`src/rtl/fsm_seq_ctrl_if.sv`:
```
// Host and controlled-FSM signal bundle for the stimulus sequencer.
interface fsm_seq_ctrl_if #(
  parameter int unsigned DEPTH = 16
);
  logic             wr_en;
  logic [1:0]       wr_ab;
  logic             clr;
  logic             start;
  logic             fsm_out;
  logic             fsm_rst;
  logic             fsm_a;
  logic             fsm_b;
  logic             busy;
  logic             done;
  logic [4:0]       count;
  logic [DEPTH-1:0] result;
  logic             err;

  // Host / environment side
  modport master (
    output wr_en, wr_ab, clr, start, fsm_out,
    input  fsm_rst, fsm_a, fsm_b, busy, done, count, result, err
  );

  // Sequencer side
  modport slave (
    input  wr_en, wr_ab, clr, start, fsm_out,
    output fsm_rst, fsm_a, fsm_b, busy, done, count, result, err
  );
endinterface

```
`src/rtl/fsm_seq_ctrl.sv`:
```
// Stores up to DEPTH two-bit {A,B} vectors, then replays them into an external FSM after
// resetting it, capturing the FSM's registered output for every vector.
module fsm_seq_ctrl #(
  parameter int unsigned DEPTH = 16
) (
  input logic          clk,
  input logic          rst,
  fsm_seq_ctrl_if.slave bus
);

  localparam int unsigned IdxW = (DEPTH > 1) ? $clog2(DEPTH) : 1;
  localparam logic [4:0]  Full = 5'(DEPTH);

  typedef enum logic [2:0] {StIdle, StDutRst, StRun, StDrain, StDone} state_e;

  state_e           state_q;
  logic [1:0]       mem_q [DEPTH];
  logic [4:0]       count_q;
  logic [IdxW-1:0]  idx_q;
  logic [IdxW-1:0]  cap_idx_q;
  logic             cap_vld_q;
  logic             rst_cnt_q;
  logic             fsm_rst_q;
  logic             fsm_a_q;
  logic             fsm_b_q;
  logic             busy_q;
  logic             done_q;
  logic             err_q;
  logic [DEPTH-1:0] result_q;

  logic [IdxW-1:0]  last_idx;
  logic [IdxW-1:0]  idx_nxt;

  assign last_idx = IdxW'(count_q - 5'd1);
  assign idx_nxt  = idx_q + 1'b1;

  // Sequencer FSM: all outputs registered alongside the state transition.
  always_ff @(posedge clk) begin
    if (!rst) begin
      state_q   <= StIdle;
      count_q   <= 5'd0;
      idx_q     <= '0;
      cap_idx_q <= '0;
      cap_vld_q <= 1'b0;
      rst_cnt_q <= 1'b0;
      fsm_rst_q <= 1'b1;  // keep the controlled FSM in reset while we are
      fsm_a_q   <= 1'b0;
      fsm_b_q   <= 1'b0;
      busy_q    <= 1'b0;
      done_q    <= 1'b0;
      err_q     <= 1'b0;
      result_q  <= '0;
    end else begin
      done_q <= 1'b0;
      // fsm_out reflects the vector driven in the previous cycle, so capture lags by one.
      if (cap_vld_q) result_q[cap_idx_q] <= bus.fsm_out;
      cap_vld_q <= (state_q == StRun);
      cap_idx_q <= idx_q;
      if ((state_q != StIdle) && (bus.wr_en || bus.start)) err_q <= 1'b1;

      case (state_q)
        StIdle: begin
          fsm_rst_q <= 1'b0;
          if (bus.clr) begin
            count_q <= 5'd0;
          end else if (bus.wr_en && bus.start) begin
            err_q <= 1'b1;
          end else if (bus.wr_en) begin
            if (count_q == Full) begin
              err_q <= 1'b1;
            end else begin
              mem_q[count_q[IdxW-1:0]] <= bus.wr_ab;
              count_q                  <= count_q + 5'd1;
            end
          end else if (bus.start) begin
            if (count_q == 5'd0) begin
              err_q <= 1'b1;
            end else begin
              err_q     <= 1'b0;
              result_q  <= '0;
              idx_q     <= '0;
              rst_cnt_q <= 1'b0;
              fsm_rst_q <= 1'b1;
              busy_q    <= 1'b1;
              state_q   <= StDutRst;
            end
          end
        end
        StDutRst: begin
          if (rst_cnt_q) begin
            fsm_rst_q          <= 1'b0;
            idx_q              <= '0;
            {fsm_a_q, fsm_b_q} <= mem_q[0];
            state_q            <= StRun;
          end else begin
            rst_cnt_q <= 1'b1;
          end
        end
        StRun: begin
          if (idx_q == last_idx) begin
            {fsm_a_q, fsm_b_q} <= 2'b00;
            state_q            <= StDrain;
          end else begin
            idx_q              <= idx_nxt;
            {fsm_a_q, fsm_b_q} <= mem_q[idx_nxt];
          end
        end
        StDrain: begin
          done_q  <= 1'b1;
          state_q <= StDone;
        end
        StDone: begin
          busy_q  <= 1'b0;
          state_q <= StIdle;
        end
        default: state_q <= StIdle;
      endcase
    end
  end

  assign bus.fsm_rst = fsm_rst_q;
  assign bus.fsm_a   = fsm_a_q;
  assign bus.fsm_b   = fsm_b_q;
  assign bus.busy    = busy_q;
  assign bus.done    = done_q;
  assign bus.count   = count_q;
  assign bus.result  = result_q;
  assign bus.err     = err_q;

endmodule

```
`src/flat_wrapper.sv`:
```
// flat-port wrapper written by rule: the top's interface ports become plain ports
module fsm_seq_ctrl_flat 
#(
  parameter int unsigned DEPTH = 16
)
  (clk, rst, bus_wr_en, bus_wr_ab, bus_clr, bus_start, bus_fsm_out, bus_fsm_rst, bus_fsm_a, bus_fsm_b, bus_busy, bus_done, bus_count, bus_result, bus_err);
  fsm_seq_ctrl_if #(.DEPTH(DEPTH)) bus_i ();
  input logic clk;
  input logic rst;
  input wire logic [$bits(bus_i.wr_en)-1:0] bus_wr_en;
  input wire logic [$bits(bus_i.wr_ab)-1:0] bus_wr_ab;
  input wire logic [$bits(bus_i.clr)-1:0] bus_clr;
  input wire logic [$bits(bus_i.start)-1:0] bus_start;
  input wire logic [$bits(bus_i.fsm_out)-1:0] bus_fsm_out;
  output wire logic [$bits(bus_i.fsm_rst)-1:0] bus_fsm_rst;
  output wire logic [$bits(bus_i.fsm_a)-1:0] bus_fsm_a;
  output wire logic [$bits(bus_i.fsm_b)-1:0] bus_fsm_b;
  output wire logic [$bits(bus_i.busy)-1:0] bus_busy;
  output wire logic [$bits(bus_i.done)-1:0] bus_done;
  output wire logic [$bits(bus_i.count)-1:0] bus_count;
  output wire logic [$bits(bus_i.result)-1:0] bus_result;
  output wire logic [$bits(bus_i.err)-1:0] bus_err;
  assign bus_i.wr_en = bus_wr_en;
  assign bus_i.wr_ab = bus_wr_ab;
  assign bus_i.clr = bus_clr;
  assign bus_i.start = bus_start;
  assign bus_i.fsm_out = bus_fsm_out;
  assign bus_fsm_rst = bus_i.fsm_rst;
  assign bus_fsm_a = bus_i.fsm_a;
  assign bus_fsm_b = bus_i.fsm_b;
  assign bus_busy = bus_i.busy;
  assign bus_done = bus_i.done;
  assign bus_count = bus_i.count;
  assign bus_result = bus_i.result;
  assign bus_err = bus_i.err;
  fsm_seq_ctrl #(.DEPTH(DEPTH)) u_core (.clk(clk), .rst(rst), .bus(bus_i));
endmodule
```
`config.mk`:
```
export PLATFORM = sky130hd
export DESIGN_NAME = fsm_seq_ctrl_flat
export DESIGN_NICKNAME = d
export VERILOG_FILES = /design/src/rtl/fsm_seq_ctrl_if.sv /design/src/rtl/fsm_seq_ctrl.sv /design/src/flat_wrapper.sv
export SDC_FILE = /design/constraint.sdc
export NUM_CORES = 1
export LEC_CHECK = 0
export ABC_AREA = 1
export CORE_ASPECT_RATIO = 0.5
export CORE_MARGIN = 2
export CORE_UTILIZATION = 27
export DETAILED_ROUTE_END_ITERATION = 10
export PLACE_DENSITY_LB_ADDON = 0.2
export SLEW_MARGIN = 20
export SYNTH_ARGS = -nofsm -noshare
export SYNTH_HDL_FRONTEND = slang
export SYNTH_SLANG_ARGS = --single-unit
```
`constraint.sdc`:
```
create_clock -name clk -period 1.75 [get_ports clk]
set_clock_uncertainty 0.2 [all_clocks]
set_input_delay 0.35 -clock clk [delete_from_list [all_inputs] [get_ports clk]]
set_output_delay 0.35 -clock clk [all_outputs]
set_load 0.03 [all_outputs]
```
---- After elaboration in Yosys (flattened, before gate mapping) ----
Memory sizes are Yosys's and may differ from the RTL's.
Index checks and enable logic that the tools add are counted.
storage, ports and cells
  register bits ........................... 40
  input bits .............................. 8
  word-level logic and storage cells ...... 125
  output and inout bits ................... 27
  RAM bits ................................ 32
  memories ................................ 1
cells by class
  reductions and logical operators ........ 19
  magnitude comparators ................... 2
  multiplexer cells ....................... 71
  $add $sub $neg .......................... 3
  equal/unequal tests ..................... 16
memory list
  memory        depth  bits a word  rd ports  clocked after memory_dff  wr ports  RTL line            text
  u_core.mem_q  16     2            2         0                         1         fsm_seq_ctrl.sv:17  logic [1:0] mem_q [DEPTH];
operator list
  kind                                                                                 count
  16-bit two-way mux                                                                   7
  1-bit two-way mux                                                                    37
  4-bit two-way mux                                                                    7
  3-bit two-way mux                                                                    7
  5-bit two-way mux                                                                    4
  2-bit != test, second input constant                                                 9
  16-bit bitwise mux                                                                   1
  3-bit one-hot mux with 4 select lines                                                1
  4-bit one-hot mux with 3 select lines                                                1
  6-bit AND reduction                                                                  2
  1-bit one-hot mux with 2 select lines                                                5
  8-bit AND reduction                                                                  1
  2-bit nonzero test                                                                   4
  7-bit AND reduction                                                                  1
  3-bit by 2-bit == test with 1-bit output, second input constant                      2
  3-bit nonzero test                                                                   2
  5-bit by 1-bit adder with 5-bit output, second input constant                        1
  5-bit == test, second input constant                                                 1
  5-bit logical NOT                                                                    1
  4-bit by 5-bit less-than comparator with 1-bit output, second input constant         1
  4-bit by 1-bit adder with 4-bit output, second input constant                        1
  1-bit demux with 4-bit select                                                        1
  4-bit == test                                                                        1
  4-bit by 1-bit greater-or-equal comparator with 1-bit output, second input constant  1
  9 further kinds                                                                      12

---- Depth between registers and ports, before layout ----
Gate-level depths: netlist of the first run.
  word-level depth ........................ 12
  mapped depth ............................ 11
  mapped depth without buffers ............ 11

---- Worst setup path before layout of the first run ----
OpenSTA, ideal clock, no wires.
  kind .................................... reg-to-reg
  start ................................... reg u_core.count_q[0] (netlist: u_core.bus.count[0])
  end ..................................... mem u_core.mem_q[12][0] (enable)
  arrival ................................. 1.707 ns
  path slack .............................. -0.466 ns
  library setup time ...................... 0.309 ns
  period minus slack after synthesis ...... 2.216 ns
  stages on the path, launching flop included .. 10
  cells stage by stage .................... dfxtp_1 > inv_1 > ha_1 > nand3_1 > nand2_1 > nor2_2 > nand3_1 > inv_2 > nand2_1 > nor2_1
between the ends
  longest elaborated chain between the ends .. 8
ends and longest elaborated chain
  item                                     RTL line            text
  start: declaration                       fsm_seq_ctrl.sv:18  logic [4:0] count_q;
  start signal: assignment                 fsm_seq_ctrl.sv:73  count_q <= count_q + 5'd1;
  5-bit == test                            fsm_seq_ctrl.sv:69  if (count_q == Full) begin
  1-bit two-way mux                        fsm_seq_ctrl.sv:69
  1-bit two-way mux                        fsm_seq_ctrl.sv:68  end else if (bus.wr_en) begin
  1-bit two-way mux                        fsm_seq_ctrl.sv:66  end else if (bus.wr_en && bus.start) begin
  1-bit two-way mux                        fsm_seq_ctrl.sv:64  if (bus.clr) begin
  1-bit two-way mux                        fsm_seq_ctrl.sv:61  case (state_q)
  1-bit two-way mux                        fsm_seq_ctrl.sv:39  if (!rst) begin
  1-bit two-way mux (implied by the code)  fsm_seq_ctrl.sv:72  mem_q[count_q[IdxW-1:0]] <= bus.wr_ab;
  end: declaration                         fsm_seq_ctrl.sv:17
Parallel ways exist; a longest one is shown, timed or not.

---- Final worst setup path of the first run ----
  start ................................... reg u_core.count_q[0] (netlist: u_core.bus.count[0])
  end ..................................... mem u_core.mem_q[9][0] (enable)
Same word-level chain as after synthesis.

==> results of run 1 <==
==> stage by stage <==
stage	setup TNS [ns]	util (%)	setup WS (ns)	cell area (um^2)	power, W
3_3_place_gp	-12.78	35.7	-0.258	4230	0.00197
2_1_floorplan	-3.31	-	-0.109	3420	0.00188
4_1_cts	-0.00585	38.0	-0.00307	4500	0.00376
3_5_place_dp	-13.10	35.7	-0.274	4230	0.00197
5_1_grt	-1.77	39.3	-0.0553	4650	0.00386
6_report	0	39.3	0.0318	4650	0.00372
==> worst min-delay path by stage <==
| stage | endpoint | start |
|---|---|---|
| 5_1_grt | u_core.bus.result[6]$_SDFF_PN0_ | u_core.bus.result[6]$_SDFF_PN0_ |
| 2_1_floorplan | u_core.cap_idx_q[3]$_SDFF_PN0_ | u_core.idx_q[3]$_SDFFE_PN0P_ |
| 3_3_place_gp | u_core.bus.result[6]$_SDFF_PN0_ | u_core.bus.result[6]$_SDFF_PN0_ |
| 3_5_place_dp | u_core.bus.result[5]$_SDFF_PN0_ | u_core.bus.result[5]$_SDFF_PN0_ |
| 6_report | u_core.bus.result[5]$_SDFF_PN0_ | u_core.bus.result[5]$_SDFF_PN0_ |
| 4_1_cts | u_core.bus.result[5]$_SDFF_PN0_ | u_core.bus.result[5]$_SDFF_PN0_ |
==> routing by layer <==
metal / up-vias / part of all wire [%]
met5: - / 0
met4: 0 / 0.83
met2: 53 / 45
li1: 1444 / -
met3: 5 / 4.6
met1: 1288 / 49
==> power groups by stage <==
stage / Clock (W) / Combinational, W / Sequential (W)
2_1_floorplan: 0 / 0.0000709 / 0.00181
3_3_place_gp: 0 / 0.000174 / 0.00180
3_5_place_dp: 0 / 0.000172 / 0.00180
4_1_cts: 0.00182 / 0.000171 / 0.00176
5_1_grt: 0.00190 / 0.000203 / 0.00176
6_report: 0.00177 / 0.000183 / 0.00176
==> flip-flops by register name (all words and copies together) (netlist names) <==
register / cells
u_core.cap_idx_q: 4
u_core.bus.err: 1
u_core.mem_q: 32
u_core.bus.busy: 1
u_core.bus.fsm_rst: 1
u_core.state_q: 3
u_core.bus.fsm_a: 1
u_core.cap_vld_q: 1
u_core.idx_q: 4
u_core.bus.result: 16
u_core.bus.done: 1
u_core.rst_cnt_q: 1
u_core.bus.count: 5
u_core.bus.fsm_b: 1
==> timing repair <==
item,in CTS,in global routing
endpoints found under the setup margin,60,49
hold endpoints to repair,0,0
buffers inserted,0,1
resized for setup,36,29
pin swaps,5,9
cloned,0,2
==> area by class of cell <==
cell class	count	area share, %
tap	165	4.44
multi-input combinational	270	33.6
sequential	72	38.1
clock buffer	12	5.08
timing repair inverter	1	0.161
inverter	39	3.44
timing repair buffer	71	14.2
clock inverter	4	0.995
==> cells by family (layout without fill, tap and decap cells) <==
| group | count (synthesis) | count (layout) | share of synthesized area (%) |
|---|---|---|---|
| compound gates | 42 | 42 | 7.81 |
| mux | 1 | 1 | 0.305 |
| fa+ha+maj | 6 | 6 | 2.29 |
| simple gates | 217 | 217 | 28.9 |
| flops | 72 | 72 | 53.7 |
| buf+inv | 48 | 127 | 5.94 |
| xor+xnor | 4 | 4 | 1.07 |
==> placed cells by master, fill, tap and decap left out, types with 6 or more instances in the layout <==
cell type,count
nand2_1,97
o31ai_1,6
o21ai_0,9
nand3_1,50
nand2_2,6
a21oi_2,14
dlygate4sd2_1,25
dfxtp_1,36
nor2_1,17
nor2_4,13
clkbuf_16,10
inv_1,31
buf_4,31
nor2_2,14
nand2_4,6
clkdlybuf4s50_1,7
a21oi_1,11
edfxtp_1,32
==> worst max-delay path, cell delays in order, from the launching register on <==
cell and delay [ns]:
dfxtp_4 0.36, inv_4 0.05, ha_4 0.15, nand3_2 0.07
nand2_2 0.07, nor2_4 0.09, nand3_2 0.09, clkinv_4 0.12
nand2_4 0.09, nor2_4 0.13
==> metrics.csv, run 1 <==
metric;value;unit
p_sw_share;21.0;%
hold_depth;2;
path_class;reg2reg;
gp_congestion;0.801;
synthTopCellsByCount;nand2_1 (105), nand3_1 (53), dfxtp_1 (40), nor2_1 (35), inv_1 (34);
maxSlewViolCount;0;
met1_usage;17.1;%
grt_pass1_vias;2696;
use_met3;3.99;%
final_antenna_net_count;0;
syn-num-nets;404;
register_area;1770;um^2
vias;2790;
p_leak;1.88;nW
place_inst;615;
combPwrFrac;4.9;%
overflow;0;
tightestPinTransition;0.475;ns
holdWs;0.252;ns
root_buffer;clkbuf_16;
critPathMaxFanout;5;
n_antenna_cell;0;
ios;35;
grt_usage;13.4;%
max_slew_margin;68.3;%
timing_hold_violations_final;0;
yosysTopAreaCell;edfxtp_1;
r2r_setup_slack;0.03;ns
final_nets;478;
ys_warn_count;0;
cts_buffer_depth;2;
coreArea;11800;um^2
route.detailed.wl_per_inst;12.9;um
power_frac_seq;47.4;%
fin_crit_sh;98.2;%
ctsHtreeMaxLevel;3;
drt-initial-drc-count;104;
post_drt_via_cell_ratio;4.40;
detailed_place_hpwl;5870;um
worst_r2r_path_depth;9;
gr-usage-met2;21.7;%
synth_top_area_share;29.3;%
antenna_found_initial;0;
yosysUniqueCellTypes;30;
ys_ff_latch;72;
clk_pin_slew_worst_paths;0.06;ns
p_sw;0.000783;W
grt_max_degree;17;
grt_busiest_layer;met2;
rsz0062_at_grt;yes;
clock_sink_count;72;
fmax;0.582;GHz
crit_path_start;u_core.bus.count[0]$_SDFFE_PN0P_;
synth.most_common_cell;nand2_1;
synth_area_leaders;edfxtp_1 (29%), dfxtp_1 (24%), nand2_1 (12%);
p_int;0.00294;W
p_per_area;800;nW/um^2
drcViolationCount;0;
area_growth;41.7;%
yosysSeqAreaShare;53.7;%
layout-drive-gt1-share;26.9;%
fin_crit;1.72;ns
synth_edf_count;32;
rows;28;
critPathRequiredTime;1.59;ns
r2r-end;u_core.mem_q[9][0]$_DFFE_PP_;
die-width;160;um
critPathCaptureType;register;
setup_viol_count_final;0;
wl;8170;um
start_util;27.7;%
io_buffers;34;
drt-pass1-iter-count;4;
synthArstFlopShare;0;%
maxCapViolations;0;
crit_end;u_core.mem_q[9][0]$_DFFE_PP_;
crit-reg2reg-launch;u_core.bus.count[0]$_SDFFE_PN0P_;
worst_setup_path_start_kind;register;
clkPwrFrac;47.7;%
cts_tree;yes;
netlist_instances;390;
peakVddDrop;0.425;mV
cts_hold_buf;0;
grt_pass1_wl;13300;um
syn_avg_cell_area;8.42;um^2
ys.flop_type;dfxtp_1;
dieArea;13100;um^2
cts_buffers;9;
nFillCells;1256;
multiInputGateArea;1560;um^2
status;finished clean;
dieHeight;82.0;um
min_path_type;reg2reg;
syn_area;3280;um^2
stdcell_count;634;
crit_arrival;1.56;ns
clk_latency;0.33;ns
No activity file was read; power rests on OpenSTA's default activity.
==> inputs of run 2 (changes only) <==
--- a/config.mk
+++ b/config.mk
@@ -6,6 +6,8 @@
 export NUM_CORES = 1
 export LEC_CHECK = 0
 export ABC_AREA = 1
+export CELL_PAD_IN_SITES_DETAIL_PLACEMENT = 1
+export CELL_PAD_IN_SITES_GLOBAL_PLACEMENT = 2
 export CORE_ASPECT_RATIO = 0.5
 export CORE_MARGIN = 2
 export CORE_UTILIZATION = 27
==> metrics.csv, run 2 (synthesized netlist as in run 1, its figures left out) <==
metric;value;unit
area_growth;46.8;%
worst_setup_path_start_kind;register;
finalPower;0.00408;W
min_from;u_core.bus.result[8]$_SDFF_PN0_;
ios;35;
critPathRequiredTime;1.60;ns
fmax;0.570;GHz
critPathCaptureType;register;
dieHeight;82.0;um
worst_r2r_path_depth;9;
setup_viol_count_final;13;
final_cell_mix;nand2_1 (95), nand3_1 (49), buf_4 (37);
post_drt_via_cell_ratio;4.57;
min_path_type;reg2reg;
overflow;0;
violations;negative setup slack;
detailed_place_hpwl;7300;um
grt_max_degree;22;
crit_arrival;1.60;ns
drt-pass1-iter-count;5;
crit_path_start;u_core.bus.count[0]$_SDFFE_PN0P_;
cts_buffers;9;
p_leak;1.91;nW
fin_crit;1.76;ns
clock_sink_count;72;
rows;28;
tightestPinTransition;0.545;ns
fin_ws;-0.00581;ns
rsz0062_at_grt;yes;
crit_end;u_core.mem_q[10][0]$_DFFE_PP_;
grt_pass1_wl;15900;um
place_inst;621;
ctsHtreeMaxLevel;3;
grt_pass1_vias;3104;
wl;9920;um
holdWs;0.256;ns
p_per_area;847;nW/um^2
clk_latency;0.34;ns
final_nets;483;
grt_usage;15.8;%
vias;2923;
final_common_cell;nand2_1;
cts_hold_buf;0;
drcViolationCount;0;
r2r_setup_slack;-0.006;ns
start_util;27.7;%
largest_register_ffs;32;
cts_tree;yes;
coreArea;11800;um^2
cts_buffer_depth;2;
gr-usage-met2;29.0;%
maxCapViolations;0;
root_buffer;clkbuf_16;
gp_congestion;0.795;
drt-initial-drc-count;81;
final_antenna_net_count;0;
max_slew_margin;63.5;%
layout-drive-gt1-share;28.1;%
peakVddDrop;0.421;mV
met1_usage;18.7;%
crit-reg2reg-launch;u_core.bus.count[0]$_SDFFE_PN0P_;
stdcell_count;639;
path_class;reg2reg;
timing_hold_violations_final;0;
n_antenna_cell;0;
grt_busiest_layer;met2;
use_met3;3.94;%
dieArea;13100;um^2
clk_pin_slew_worst_paths;0.06;ns
r2r-end;u_core.mem_q[10][0]$_DFFE_PP_;
io_buffers;34;
route.detailed.wl_per_inst;15.5;um
status;complete, but fails checks;
die-width;160;um
maxSlewViolCount;0;
critPathMaxFanout;5;
fin_crit_sh;100;%
antenna_found_initial;0;
[run 2: power breakdown]
group	internal [W]	total (W)	leakage, nW	switching (W)
clock network	0.00139	0.00212	0.162	0.000729
registers	0.00176	0.00176	0.613	0.00000514
logic	0.0000839	0.000199	1.13	0.000115
total	0.00324	0.00408	1.91	0.000849
[run 2: how the worst min path moves through the flow]
stage	cells past startpoint	to	slack [ns]
floorplan	2	u_core.cap_idx_q[3]$_SDFF_PN0_	0.23
CTS	2	u_core.bus.result[1]$_SDFF_PN0_	0.26
finish	2	u_core.bus.result[8]$_SDFF_PN0_	0.26
global placement	2	u_core.bus.result[8]$_SDFF_PN0_	0.24
global route	2	u_core.bus.result[4]$_SDFF_PN0_	0.29
detailed placement	2	u_core.bus.result[1]$_SDFF_PN0_	0.26
[run 2: layout make-up]
type                    instances  area [um^2]
flip-flops and latches         72         1770
clock buffers                   9          225
fillers                      1399         7020
well taps                     165          206
repair buffers                 77          691
multi-input cells             270         1640
clock inverters                 7          120
inverters                      39          165
[run 2: critical path: stages (launching register included)]
cell and delay (ns):
dfxtp_4 0.36, inv_4 0.04, ha_4 0.16, nand3_2 0.08, nand2_2 0.07, nor2_4 0.11, nand3_4 0.11, clkinv_8 0.12
nand2_8 0.08, nor2_4 0.11
[run 2: metal layers]
metal  vias up  wire length (um)
li1       1445                 -
met1      1424              4540
met2        41              4950
met3        13               318
met4         0               116
met5         -                 0
[run 2: repair_timing]
action / 4_1_cts / 5_1_grt
setup buffers: 1 / 0
gates cloned: 0 / 1
gates resized for setup: 57 / 19
pin swaps: 3 / 3
endpoints found under the setup margin: 65 / 61
[run 2: per-stage QoR]
stage,cell area (um^2),setup WS [ns],TNS [ns],utilization (%)
6_report,4820,-0.00581,-0.0248,40.7
4_1_cts,4720,-0.0458,-1.12,39.9
5_1_grt,4820,-0.0892,-3.78,40.7
3_5_place_dp,4260,-0.323,-15.32,36.0
3_3_place_gp,4260,-0.276,-13.34,36.0
2_1_floorplan,3420,-0.109,-3.31,-
==> inputs of run 3 (changes only) <==
--- a/config.mk
+++ b/config.mk
@@ -5,7 +5,7 @@
 export SDC_FILE = /design/constraint.sdc
 export NUM_CORES = 1
 export LEC_CHECK = 0
-export ABC_AREA = 1
+export ABC_AREA = 0
 export CELL_PAD_IN_SITES_DETAIL_PLACEMENT = 1
 export CELL_PAD_IN_SITES_GLOBAL_PLACEMENT = 2
 export CORE_ASPECT_RATIO = 0.5
==> metrics.csv, run 3 <==
metric;value;unit
status;complete, but fails checks;
violations;negative setup slack;
timing_hold_violations_final;0;
cts_buffers;9;
crit_arrival;1.84;ns
drt-pass1-iter-count;4;
drcViolationCount;0;
ios;35;
worst_setup_path_start_kind;register;
cts_buffer_depth;2;
syn-num-nets;314;
vias;2591;
antenna_found_initial;0;
drt-initial-drc-count;102;
final_common_cell;buf_4;
peakVddDrop;0.374;mV
clk_pin_slew_worst_paths;0.06;ns
syn_avg_cell_area;10.7;um^2
yosysSeqAreaShare;54.9;%
n_antenna_cell;0;
synth_area_leaders;edfxtp_1 (30%), dfxtp_1 (25%), mux4_2 (5.6%);
final_antenna_net_count;0;
critPathMaxFanout;4;
final_cell_mix;buf_4 (54), dfxtp_1 (34), edfxtp_1 (32);
grt_pass1_wl;13900;um
finalPower;0.00400;W
area_growth;55.3;%
maxSlewViolCount;0;
die-width;158;um
syn_area;3210;um^2
synthArstFlopShare;0;%
crit_path_start;u_core.bus.count[0]$_SDFFE_PN0P_;
fmax;0.500;GHz
cts_tree;yes;
postLayoutCoreUtil;42.6;%
rsz0062_at_grt;yes;
min_path_type;reg2reg;
p_leak;1.89;nW
netlist_instances;300;
clock_sink_count;72;
ys_ff_latch;72;
critPathCaptureType;register;
synth_top_area_share;29.9;%
synth.most_common_cell;nor2_1;
fin_crit_sh;114;%
fin_ws;-0.250;ns
path_class;reg2reg;
critPathRequiredTime;1.59;ns
max_slew_margin;75.1;%
start_util;27.4;%
wl;9120;um
route.detailed.wl_per_inst;16.1;um
min_from;u_core.bus.result[0]$_SDFF_PN0_;
tns;-8.33;ns
grt_usage;14.6;%
clk_latency;0.34;ns
io_buffers;34;
maxCapViolations;0;
final_nets;409;
grt_max_degree;20;
ys_warn_count;0;
design_area;4980;um^2
dieHeight;81.1;um
dpl_cell_area;4200;um^2
detailed_place_hpwl;6240;um
crit-reg2reg-launch;u_core.bus.count[0]$_SDFFE_PN0P_;
gp_congestion;0.789;
overflow;0;
largest_register_ffs;32;
post_drt_via_cell_ratio;4.59;
ctsHtreeMaxLevel;3;
coreArea;11700;um^2
setup_viol_count_final;63;
layout-drive-gt1-share;41.5;%
dieArea;12800;um^2
ys.flop_type;dfxtp_1;
synthTopCellsByCount;nor2_1 (47), dfxtp_1 (40), edfxtp_1 (32), o21ai_0 (24), nand2_1 (23);
root_buffer;clkbuf_16;
fin_crit;2.00;ns
rows;28;
synth_edf_count;32;
yosysUniqueCellTypes;44;
p_per_area;803;nW/um^2
tightestPinTransition;0.374;ns
grt_pass1_vias;2644;
yosysTopAreaCell;edfxtp_1;
run 3: cells by family (layout without fill, tap and decap cells):
family                   after synthesis  in the layout  share of synthesized area, %
buffers and inverters                 21            121                          2.92
adder cells (fa/ha/maj)                6              6                          2.34
AO/OA/AOI/OAI                         57             57                          10.9
XOR/XNOR                               8              8                          2.65
multiplexers                          20             20                          9.36
AND/OR/NAND/NOR                      116            116                          17.0
flip-flops                            72             72                          54.9
run 3: final timing paths:
check / depth (start not counted) / slack (ns) / end
worst max-delay path: 6 / -0.25 / u_core.mem_q[2][0]$_DFFE_PP_
worst min-delay path: 2 / 0.26 / u_core.bus.result[0]$_SDFF_PN0_
worst max register to register: 6 / -0.25 / u_core.mem_q[2][0]$_DFFE_PP_
worst min register to register: 2 / 0.26 / u_core.bus.result[0]$_SDFF_PN0_
run 3: metal layers:
metal | global-route usage, % | up-vias | share of wire [%]
met5 | 0 | - | 0
met4 | 3.78 | 0 | 0.55
met3 | 5.07 | 6 | 3.6
met2 | 23.4 | 37 | 48
met1 | 18.8 | 1275 | 48
li1 | - | 1273 | -
run 3: layout make-up:
| class | count | area (um^2) |
|---|---|---|
| Fill cell | 1272 | 6720 |
| Sequential cell | 72 | 1780 |
| Multi-Input combinational cell | 207 | 1760 |
| Timing Repair Buffer | 98 | 877 |
| Clock buffer | 9 | 225 |
| Tap cell | 165 | 206 |
| Clock inverter | 7 | 101 |
| Inverter | 7 | 33.8 |
run 3: power breakdown:
group          total, W  switching (W)  leakage (nW)  internal, W
clock           0.00202       0.000755         0.153      0.00126
sequential      0.00176     0.00000548         0.614      0.00176
combinational  0.000225       0.000119          1.12     0.000106
total           0.00400       0.000880          1.89      0.00312
run 3: metrics by stage:
stage               instances  setup slack, ns  hold WS (ns)
finish                    565           -0.250         0.264
global route              565           -0.288         0.271
CTS                       556           -0.222         0.268
detailed placement        536           -0.649         0.262
global placement          536           -0.554         0.253
floorplan                 300           -0.333         0.249
run 3: critical path, stage by stage (launching register included):
cell and delay (ns):
dfxtp_4 0.37, inv_6 0.04, ha_4 0.18, a311oi_4 0.30, and3_4 0.31, nand2_4 0.10, nor3_4 0.19
run 3: repair_timing:
item / CTS / global route
hold buffers: 0 / 0
pin swaps: 14 / 18
setup endpoints to repair: 72 / 65
setup buffers: 5 / 6
resized for setup: 70 / 52
cloned: 0 / 3
